--- src/rtl/axi_led_bank_pkg.sv ---
// rtl/axi_led_bank_pkg.sv - shared constants, register decode and strobe merge for axi_led_bank (blink regs gated by AXI_LED_BANK_BLINK_EN)
package axi_led_bank_pkg;

  localparam logic [1:0]  RESP_OKAY      = 2'b00;
  localparam logic [1:0]  RESP_SLVERR    = 2'b10;
  localparam logic [31:0] UNMAPPED_RDATA = 32'hDEADDEAD;

  localparam logic [3:0]  DATA_OFS    = 4'h0;
  localparam logic [3:0]  MASK_OFS    = 4'h4;
  localparam logic [3:0]  PERIOD_OFS  = 4'h8;
  localparam int          BANK_STRIDE = 16;

  typedef enum logic [1:0] {REG_DATA, REG_MASK, REG_PERIOD, REG_NONE} reg_sel_e;

  typedef struct packed {
    logic [3:0] bank;
    reg_sel_e   sel;
  } decode_t;

  // Map a byte address to bank and register; word offset bits [1:0] are ignored
  function automatic decode_t decode_addr(input logic [31:0] addr, input int banks);
    decode_t d;
    d.bank = addr[7:4];
    d.sel  = REG_NONE;
    if (addr < 32'(banks * BANK_STRIDE)) begin
      case (addr[3:0] & 4'hC)
        DATA_OFS:   d.sel = REG_DATA;
`ifdef AXI_LED_BANK_BLINK_EN
        MASK_OFS:   d.sel = REG_MASK;
        PERIOD_OFS: d.sel = REG_PERIOD;
`endif
        default:    d.sel = REG_NONE;
      endcase
    end
    return d;
  endfunction

  // Replace only the strobed bytes of the old register value
  function automatic logic [31:0] apply_wstrb(input logic [31:0] old, input logic [31:0] wdata,
                                              input logic [3:0] strb);
    logic [31:0] r;
    r = old;
    for (int i = 0; i < 4; i++) begin
      if (strb[i]) r[i*8 +: 8] = wdata[i*8 +: 8];
    end
    return r;
  endfunction

endpackage

--- src/rtl/axi_led_bank_fifo2.sv ---
// rtl/axi_led_bank_fifo2.sv - two-entry request FIFO used for the AW, W and AR channels
module axi_led_bank_fifo2 #(
  parameter int W_p = 8
) (
  input  logic           clk,
  input  logic           rst_n,
  input  logic           push,
  input  logic           pop,
  input  logic [W_p-1:0] din,
  output logic [W_p-1:0] dout,
  output logic           full,
  output logic           empty
);

  logic [W_p-1:0] mem_q [2];
  logic           wr_ptr_q;
  logic           rd_ptr_q;
  logic [1:0]     count_q;
  logic           do_push;
  logic           do_pop;

  assign full    = (count_q == 2'd2);
  assign empty   = (count_q == 2'd0);
  assign dout    = mem_q[rd_ptr_q];
  assign do_push = push & ~full;
  assign do_pop  = pop & ~empty;

  // Ring of two slots; overflowing push and underflowing pop are ignored
  always_ff @(posedge clk or negedge rst_n) begin
    if (!rst_n) begin
      mem_q[0] <= '0;
      mem_q[1] <= '0;
      wr_ptr_q <= 1'b0;
      rd_ptr_q <= 1'b0;
      count_q  <= 2'd0;
    end else begin
      if (do_push) begin
        mem_q[wr_ptr_q] <= din;
        wr_ptr_q        <= ~wr_ptr_q;
      end
      if (do_pop) rd_ptr_q <= ~rd_ptr_q;
      count_q <= count_q + {1'b0, do_push} - {1'b0, do_pop};
    end
  end

endmodule

--- src/rtl/axi_led_bank.sv ---
// rtl/axi_led_bank.sv - AXI4-Lite LED bank peripheral; per-LED blink present when AXI_LED_BANK_BLINK_EN is defined
module axi_led_bank
  import axi_led_bank_pkg::*;
#(
  parameter int AXI_ADDR_BW_p = 12,
  parameter int LED_NBR_p     = 32,
  parameter int LED_BANKS_p   = 4,
  parameter int PERIOD_BW_p   = 24
) (
  input  logic                             clk,
  input  logic                             rst_n,
  input  logic [AXI_ADDR_BW_p-1:0]         i_axi_awaddr,
  input  logic                             i_axi_awvalid,
  output logic                             o_axi_awready,
  input  logic [31:0]                      i_axi_wdata,
  input  logic [3:0]                       i_axi_wstrb,
  input  logic                             i_axi_wvalid,
  output logic                             o_axi_wready,
  output logic [1:0]                       o_axi_bresp,
  output logic                             o_axi_bvalid,
  input  logic                             i_axi_bready,
  input  logic [AXI_ADDR_BW_p-1:0]         i_axi_araddr,
  input  logic                             i_axi_arvalid,
  output logic                             o_axi_arready,
  output logic [31:0]                      o_axi_rdata,
  output logic [1:0]                       o_axi_rresp,
  output logic                             o_axi_rvalid,
  input  logic                             i_axi_rready,
  output logic [LED_BANKS_p*LED_NBR_p-1:0] o_led
);

  logic                     ready_en;
  logic                     aw_full, aw_empty, w_full, w_empty, ar_full, ar_empty;
  logic [AXI_ADDR_BW_p-1:0] aw_head, ar_head;
  logic [35:0]              w_head;
  logic                     commit, ar_pop;
  decode_t                  wr_dec, rd_dec;
  logic [31:0]              rd_val;
  logic [LED_NBR_p-1:0]     data_q [LED_BANKS_p];
`ifdef AXI_LED_BANK_BLINK_EN
  logic [LED_NBR_p-1:0]     mask_q   [LED_BANKS_p];
  logic [PERIOD_BW_p-1:0]   period_q [LED_BANKS_p];
  logic [PERIOD_BW_p-1:0]   cnt_q    [LED_BANKS_p];
  logic [LED_BANKS_p-1:0]   phase_q;
`endif

  assign o_axi_awready = ready_en & ~aw_full;
  assign o_axi_wready  = ready_en & ~w_full;
  assign o_axi_arready = ready_en & ~ar_full;

  // Keep all readys low for the first cycle after reset release
  always_ff @(posedge clk or negedge rst_n) begin
    if (!rst_n) ready_en <= 1'b0;
    else        ready_en <= 1'b1;
  end

  axi_led_bank_fifo2 #(.W_p(AXI_ADDR_BW_p)) u_aw_fifo (
    .clk(clk), .rst_n(rst_n), .push(i_axi_awvalid & o_axi_awready), .pop(commit),
    .din(i_axi_awaddr), .dout(aw_head), .full(aw_full), .empty(aw_empty)
  );

  axi_led_bank_fifo2 #(.W_p(36)) u_w_fifo (
    .clk(clk), .rst_n(rst_n), .push(i_axi_wvalid & o_axi_wready), .pop(commit),
    .din({i_axi_wstrb, i_axi_wdata}), .dout(w_head), .full(w_full), .empty(w_empty)
  );

  axi_led_bank_fifo2 #(.W_p(AXI_ADDR_BW_p)) u_ar_fifo (
    .clk(clk), .rst_n(rst_n), .push(i_axi_arvalid & o_axi_arready), .pop(ar_pop),
    .din(i_axi_araddr), .dout(ar_head), .full(ar_full), .empty(ar_empty)
  );

  assign commit = ~aw_empty & ~w_empty & (~o_axi_bvalid | i_axi_bready);
  assign ar_pop = ~ar_empty & (~o_axi_rvalid | i_axi_rready);
  assign wr_dec = decode_addr(32'(aw_head), LED_BANKS_p);
  assign rd_dec = decode_addr(32'(ar_head), LED_BANKS_p);

  // Write response slot, loaded on commit and held until bready
  always_ff @(posedge clk or negedge rst_n) begin
    if (!rst_n) begin
      o_axi_bvalid <= 1'b0;
      o_axi_bresp  <= RESP_OKAY;
    end else if (commit) begin
      o_axi_bvalid <= 1'b1;
      o_axi_bresp  <= (wr_dec.sel == REG_NONE) ? RESP_SLVERR : RESP_OKAY;
    end else if (i_axi_bready) begin
      o_axi_bvalid <= 1'b0;
    end
  end

  // Select the addressed register for the read at the AR FIFO head
  always_comb begin
    rd_val = UNMAPPED_RDATA;
    for (int b = 0; b < LED_BANKS_p; b++) begin
      if (rd_dec.bank == 4'(b)) begin
        case (rd_dec.sel)
          REG_DATA:   rd_val = 32'(data_q[b]);
`ifdef AXI_LED_BANK_BLINK_EN
          REG_MASK:   rd_val = 32'(mask_q[b]);
          REG_PERIOD: rd_val = 32'(period_q[b]);
`endif
          default:    rd_val = UNMAPPED_RDATA;
        endcase
      end
    end
  end

  // Read response slot; data captured before any same-cycle write lands
  always_ff @(posedge clk or negedge rst_n) begin
    if (!rst_n) begin
      o_axi_rvalid <= 1'b0;
      o_axi_rdata  <= '0;
      o_axi_rresp  <= RESP_OKAY;
    end else if (ar_pop) begin
      o_axi_rvalid <= 1'b1;
      o_axi_rdata  <= rd_val;
      o_axi_rresp  <= (rd_dec.sel == REG_NONE) ? RESP_SLVERR : RESP_OKAY;
    end else if (i_axi_rready) begin
      o_axi_rvalid <= 1'b0;
    end
  end

  // Apply committed writes to the per-bank registers, truncating to register width
  always_ff @(posedge clk or negedge rst_n) begin
    if (!rst_n) begin
      for (int b = 0; b < LED_BANKS_p; b++) begin
        data_q[b] <= '0;
`ifdef AXI_LED_BANK_BLINK_EN
        mask_q[b]   <= '0;
        period_q[b] <= '0;
`endif
      end
    end else if (commit) begin
      for (int b = 0; b < LED_BANKS_p; b++) begin
        if (wr_dec.bank == 4'(b)) begin
          case (wr_dec.sel)
            REG_DATA:   data_q[b]   <= LED_NBR_p'(apply_wstrb(32'(data_q[b]), w_head[31:0], w_head[35:32]));
`ifdef AXI_LED_BANK_BLINK_EN
            REG_MASK:   mask_q[b]   <= LED_NBR_p'(apply_wstrb(32'(mask_q[b]), w_head[31:0], w_head[35:32]));
            REG_PERIOD: period_q[b] <= PERIOD_BW_p'(apply_wstrb(32'(period_q[b]), w_head[31:0], w_head[35:32]));
`endif
            default: ;
          endcase
        end
      end
    end
  end

`ifdef AXI_LED_BANK_BLINK_EN
  // Per-bank half-period counter; a HALF_PERIOD write restarts the on phase
  always_ff @(posedge clk or negedge rst_n) begin
    if (!rst_n) begin
      for (int b = 0; b < LED_BANKS_p; b++) begin
        cnt_q[b]   <= '0;
        phase_q[b] <= 1'b1;
      end
    end else begin
      for (int b = 0; b < LED_BANKS_p; b++) begin
        if (commit && wr_dec.sel == REG_PERIOD && wr_dec.bank == 4'(b)) begin
          cnt_q[b]   <= '0;
          phase_q[b] <= 1'b1;
        end else if (period_q[b] == '0) begin
          cnt_q[b]   <= '0;
          phase_q[b] <= 1'b1;
        end else if (cnt_q[b] == period_q[b] - PERIOD_BW_p'(1)) begin
          cnt_q[b]   <= '0;
          phase_q[b] <= ~phase_q[b];
        end else begin
          cnt_q[b] <= cnt_q[b] + PERIOD_BW_p'(1);
        end
      end
    end
  end
`endif

  // Registered LED drive; masked LEDs go dark during the off phase
  always_ff @(posedge clk or negedge rst_n) begin
    if (!rst_n) begin
      o_led <= '0;
    end else begin
      for (int b = 0; b < LED_BANKS_p; b++) begin
`ifdef AXI_LED_BANK_BLINK_EN
        o_led[b*LED_NBR_p +: LED_NBR_p] <= data_q[b] & ~(mask_q[b] & {LED_NBR_p{~phase_q[b]}});
`else
        o_led[b*LED_NBR_p +: LED_NBR_p] <= data_q[b];
`endif
      end
    end
  end

endmodule
--- config.mk ---
export PLATFORM = sky130hd
export DESIGN_NAME = axi_led_bank
export DESIGN_NICKNAME = d
export VERILOG_FILES = /design/src/rtl/axi_led_bank_pkg.sv /design/src/rtl/axi_led_bank_fifo2.sv /design/src/rtl/axi_led_bank.sv
export SDC_FILE = /design/constraint.sdc
export NUM_CORES = 1
export LEC_CHECK = 0
export CAP_MARGIN = 15
export CELL_PAD_IN_SITES_DETAIL_PLACEMENT = 0
export CELL_PAD_IN_SITES_GLOBAL_PLACEMENT = 1
export CORE_UTILIZATION = 50
export CTS_BUF_LIST = sky130_fd_sc_hd__clkbuf_4
export CTS_CLUSTER_DIAMETER = 60
export DETAILED_ROUTE_END_ITERATION = 6
export PLACE_DENSITY = 0.91
export REMOVE_ABC_BUFFERS = 1
export SLEW_MARGIN = 15
export SYNTH_ARGS = -nofsm -noshare
export SYNTH_HDL_FRONTEND = slang
export SYNTH_SLANG_ARGS = --single-unit
export TNS_END_PERCENT = 20
--- constraint.sdc ---
create_clock -name clk -period 3.5 [get_ports clk]
set_input_delay 0.525 -clock clk [delete_from_list [all_inputs] [get_ports clk]]
set_output_delay 0.525 -clock clk [all_outputs]
set_load 0.01 [all_outputs]
==> impl_metrics.py <==
metrics = {
    "hold_path": {
        "whs_endpoint": "o_led[125]",
        "holdPathStages": 0,
        "hp-class": "reg2reg",
        "hp-start": "data_q[29]",
    },
    "die": {
        "die_y_um": 180.5,
        "start_util_pct": 51.39,
        "dieArea_mm2": 0.03257,
        "io_pins": 236,
        "core_mm2": 0.03099,
        "die_x_um": 180.5,
        "num_rows": 64,
    },
    "clocking": {
        "root_buffer": "clkbuf_4",
        "cts_sinks": 417,
        "clkLatencyLatePin_ns": 0.71,
        "clk_pin_slew_worst_paths_ns": 0.07,
        "cts_resized": 0,
        "cts_buffers": 103,
        "clk_path_buf_depth": 3,
        "cts_tree": "done",
        "cts_setup_buffers": 0,
        "h-tree-depth": 3,
    },
    "drt": {
        "drtIter0Drc": 527,
        "antenna_left": 0,
        "wl_mm": 37.54,
        "wl_per_cell_um": 20.04,
        "drt-pass1-iter-count": 4,
        "drc": 0,
        "vias": 10100,
        "vias_per_cell": 5.393,
    },
    "sta": {
        "max_freq_ghz": 0.3538,
        "tns_ns": 0,
        "holdWs_ns": 0.3779,
        "worst_pin_slew_ns": 0.9876,
        "min_period_over_period_pct": 80.75,
        "setup_ws_ns": 0.6736,
        "drv_slew": 0,
        "finalSetupViolations": 0,
        "worst_slew_margin_rel_pct": 34.16,
        "fin_skew_ns": 0.04188,
        "hold_violations": 0,
        "period_needed_ns": 2.826,
        "rsz0062_at_grt": "no",
    },
    "worst_setup_path": {
        "r2r_slack_ns": 0.67,
        "max_stage_delay_ns": 0.69,
        "cp_data_required_time_ns": 4.13,
        "worst-r2r-cell-count": 7,
        "critPathLaunch": "u_ar_fifo.count_q[1]",
        "crit_type": "reg2reg",
        "crit_chain": "o21ai_2 > inv_1 > ha_1 > inv_1 > ha_1 > xnor2_1 > xnor2_1",
        "timing.rr.end": "u_ar_fifo.count_q[1]",
        "crit_arrival_ns": 3.45,
        "critPathLaunchType": "flop",
        "cp-end-kind": "flop",
        "cpMaxStageDelayCell": "o21ai_2",
        "path_max_fanout": 14,
        "worstReg2RegStart": "u_ar_fifo.count_q[1]",
    },
    "power": {
        "p_switching_uw": 4729,
        "swShare_pct": 32.90,
        "p_int_uw": 9645,
        "pwr-share-seq_pct": 44.7,
        "power_uw": 14370,
        "leakage_uw": 0.009096,
        "combPwrFrac_pct": 28.3,
        "p_per_area_mw_per_mm2": 711.1,
        "power_frac_clock_pct": 27.0,
        "ir_drop_mv": 0.4894,
    },
    "cells_and_area": {
        "final_cell_mix": "dfrtp_1 (416), mux2_2 (275), clkdlybuf4s50_1 (228)",
        "fin_nets": 1484,
        "syn_to_final_growth_pct": 26.92,
        "layout.cells.non_filler": 1873,
        "drive_gt1_share_pct": 33.72,
        "final_common_cell": "dfrtp_1",
    },
    "global_route": {
        "grt_pass1_vias": 10760,
        "grt_use_total_pct": 23.87,
        "grt_first_pass_wirelength_mm": 59.94,
        "overflow": 0,
        "antenna_found_initial": 2,
        "grt_max_degree": 109,
    },
    "synth": {
        "synth-seq-cells": 417,
        "synth_edf_count": 0,
        "syn-mean-instance-area_um2": 14.70,
        "synth_area_leaders": "dfrtp_1 (66%), mux2_2 (19%), nand2_1 (3.2%)",
        "synthArstFlopShare_pct": 100.0,
        "ys_types": 45,
        "netlist_instances": 1083,
        "synth_ff_type": "dfrtp_1",
        "synth-seq-area-share_pct": 65.52,
        "yosysTopAreaCell": "dfrtp_1",
        "synth_area_mm2": 0.01593,
        "yosys_warnings": 0,
        "synth_top_area_share_pct": 65.52,
    },
    "place": {
        "dp.cells": 1701,
        "pre_cts_ws_ns": 0.3186,
        "gp_routability_congestion": 0.7775,
        "numPortBuffers": 229,
        "place_hpwl_mm": 24.54,
    },
    "flow_run": {
        "cap_violations": 0,
    },
    "status": {
        "status": "finished clean",
    },
}
## cells by family (layout without fill, tap and decap cells)
| kind of cell | Yosys count | after routing | synth area share (%) |
|---|---|---|---|
| flip-flops | 417 | 417 | 65.52 |
| AO/OA/AOI/OAI | 112 | 112 | 6.553 |
| XOR/XNOR | 12 | 12 | 0.6600 |
| other | 2 | 6 | 0.04716 |
| AND/OR/NAND/NOR | 193 | 193 | 5.366 |
| multiplexers | 281 | 281 | 19.83 |
| buffers and inverters | 60 | 450 | 1.548 |
| adder cells (fa/ha/maj) | 6 | 6 | 0.4714 |
## power groups by stage
stage	registers [uW]	logic, uW	clock network, uW
3_5_place_dp	6500	4060	0
3_3_place_gp	6430	3940	0
6_report	6420	4070	3870
2_1_floorplan	6380	2410	0
5_1_grt	6540	4380	4260
4_1_cts	6410	4070	3980
## sequential cells by signal, summed over array words and instances (netlist names), 2 cells and up
register           cells
data_q               128
o_axi_rdata           32
o_led                128
u_ar_fifo.count_q      2
u_ar_fifo.mem_q       20
u_aw_fifo.count_q      2
u_aw_fifo.mem_q       20
u_w_fifo.count_q       2
u_w_fifo.mem_q        72
## worst max-delay path, delay by kind of cell, from the launching register on
family                     cells  cell delay [ns]
AOI/OAI and AO/OA              1             0.69
DFF                            1             0.43
adders and majority gates      2             0.65
xor gates and xnor gates       2             0.31
buffers and inverters          2             0.66
## layout make-up
| cell class | count | area [um^2] |
|---|---|---|
| timing repair buffer | 269 | 2688 |
| clock inverter | 18 | 121.4 |
| multi-input combinational | 607 | 5289 |
| clock buffer | 150 | 1126 |
| tap | 396 | 495.5 |
| antenna | 3 | 7.507 |
| sequential | 417 | 10440 |
| inverter | 13 | 48.80 |
| fill | 2306 | 10780 |
## through the flow
step           cell area, um^2  utilization (%)
2_1_floorplan            15730                -
3_3_place_gp             18950            61.14
3_5_place_dp             18950            61.14
4_1_cts                  20200            65.20
5_1_grt                  20210            65.21
6_report                 20210            65.22
## worst max path at each step
stage                            to  slack (ns)  depth (start not counted)
6_report       u_ar_fifo.count_q[1]        0.67                          7
4_1_cts        u_ar_fifo.count_q[1]        0.63                          7
5_1_grt        u_ar_fifo.count_q[1]        0.41                          7
3_3_place_gp   u_ar_fifo.count_q[1]        0.29                          9
2_1_floorplan        o_axi_rdata[0]        0.05                          4
3_5_place_dp   u_ar_fifo.count_q[1]        0.32                          9
## what timing repair did
item                                   4_1_cts  5_1_grt
setup endpoints to repair                    0        0
hold buffers                                 1        0
endpoints found under the hold margin       99        0
## cells in the mapped netlist (all sizes together) (6+ instances only)
cell,count
a2111oi,11
a21oi,45
a32o,10
buf,14
clkbuf,33
dfrtp,417
ha,6
inv,13
mux2,276
nand2,134
nand2b,7
nand3,23
nor2,7
o21ai,8
o32a,22
xnor2,9
## per-layer routing
| layer | GRT usage [%] | up-vias | routed length (um) |
|---|---|---|---|
| li1 | - | 4540 | - |
| met1 | 31.62 | 5186 | 16420 |
| met2 | 38.99 | 317 | 18480 |
| met3 | 4.972 | 58 | 1832 |
| met4 | 8.855 | 0 | 814 |
| met5 | 0 | - | 0 |
Note: power is estimated with default switching activity, not from simulation.
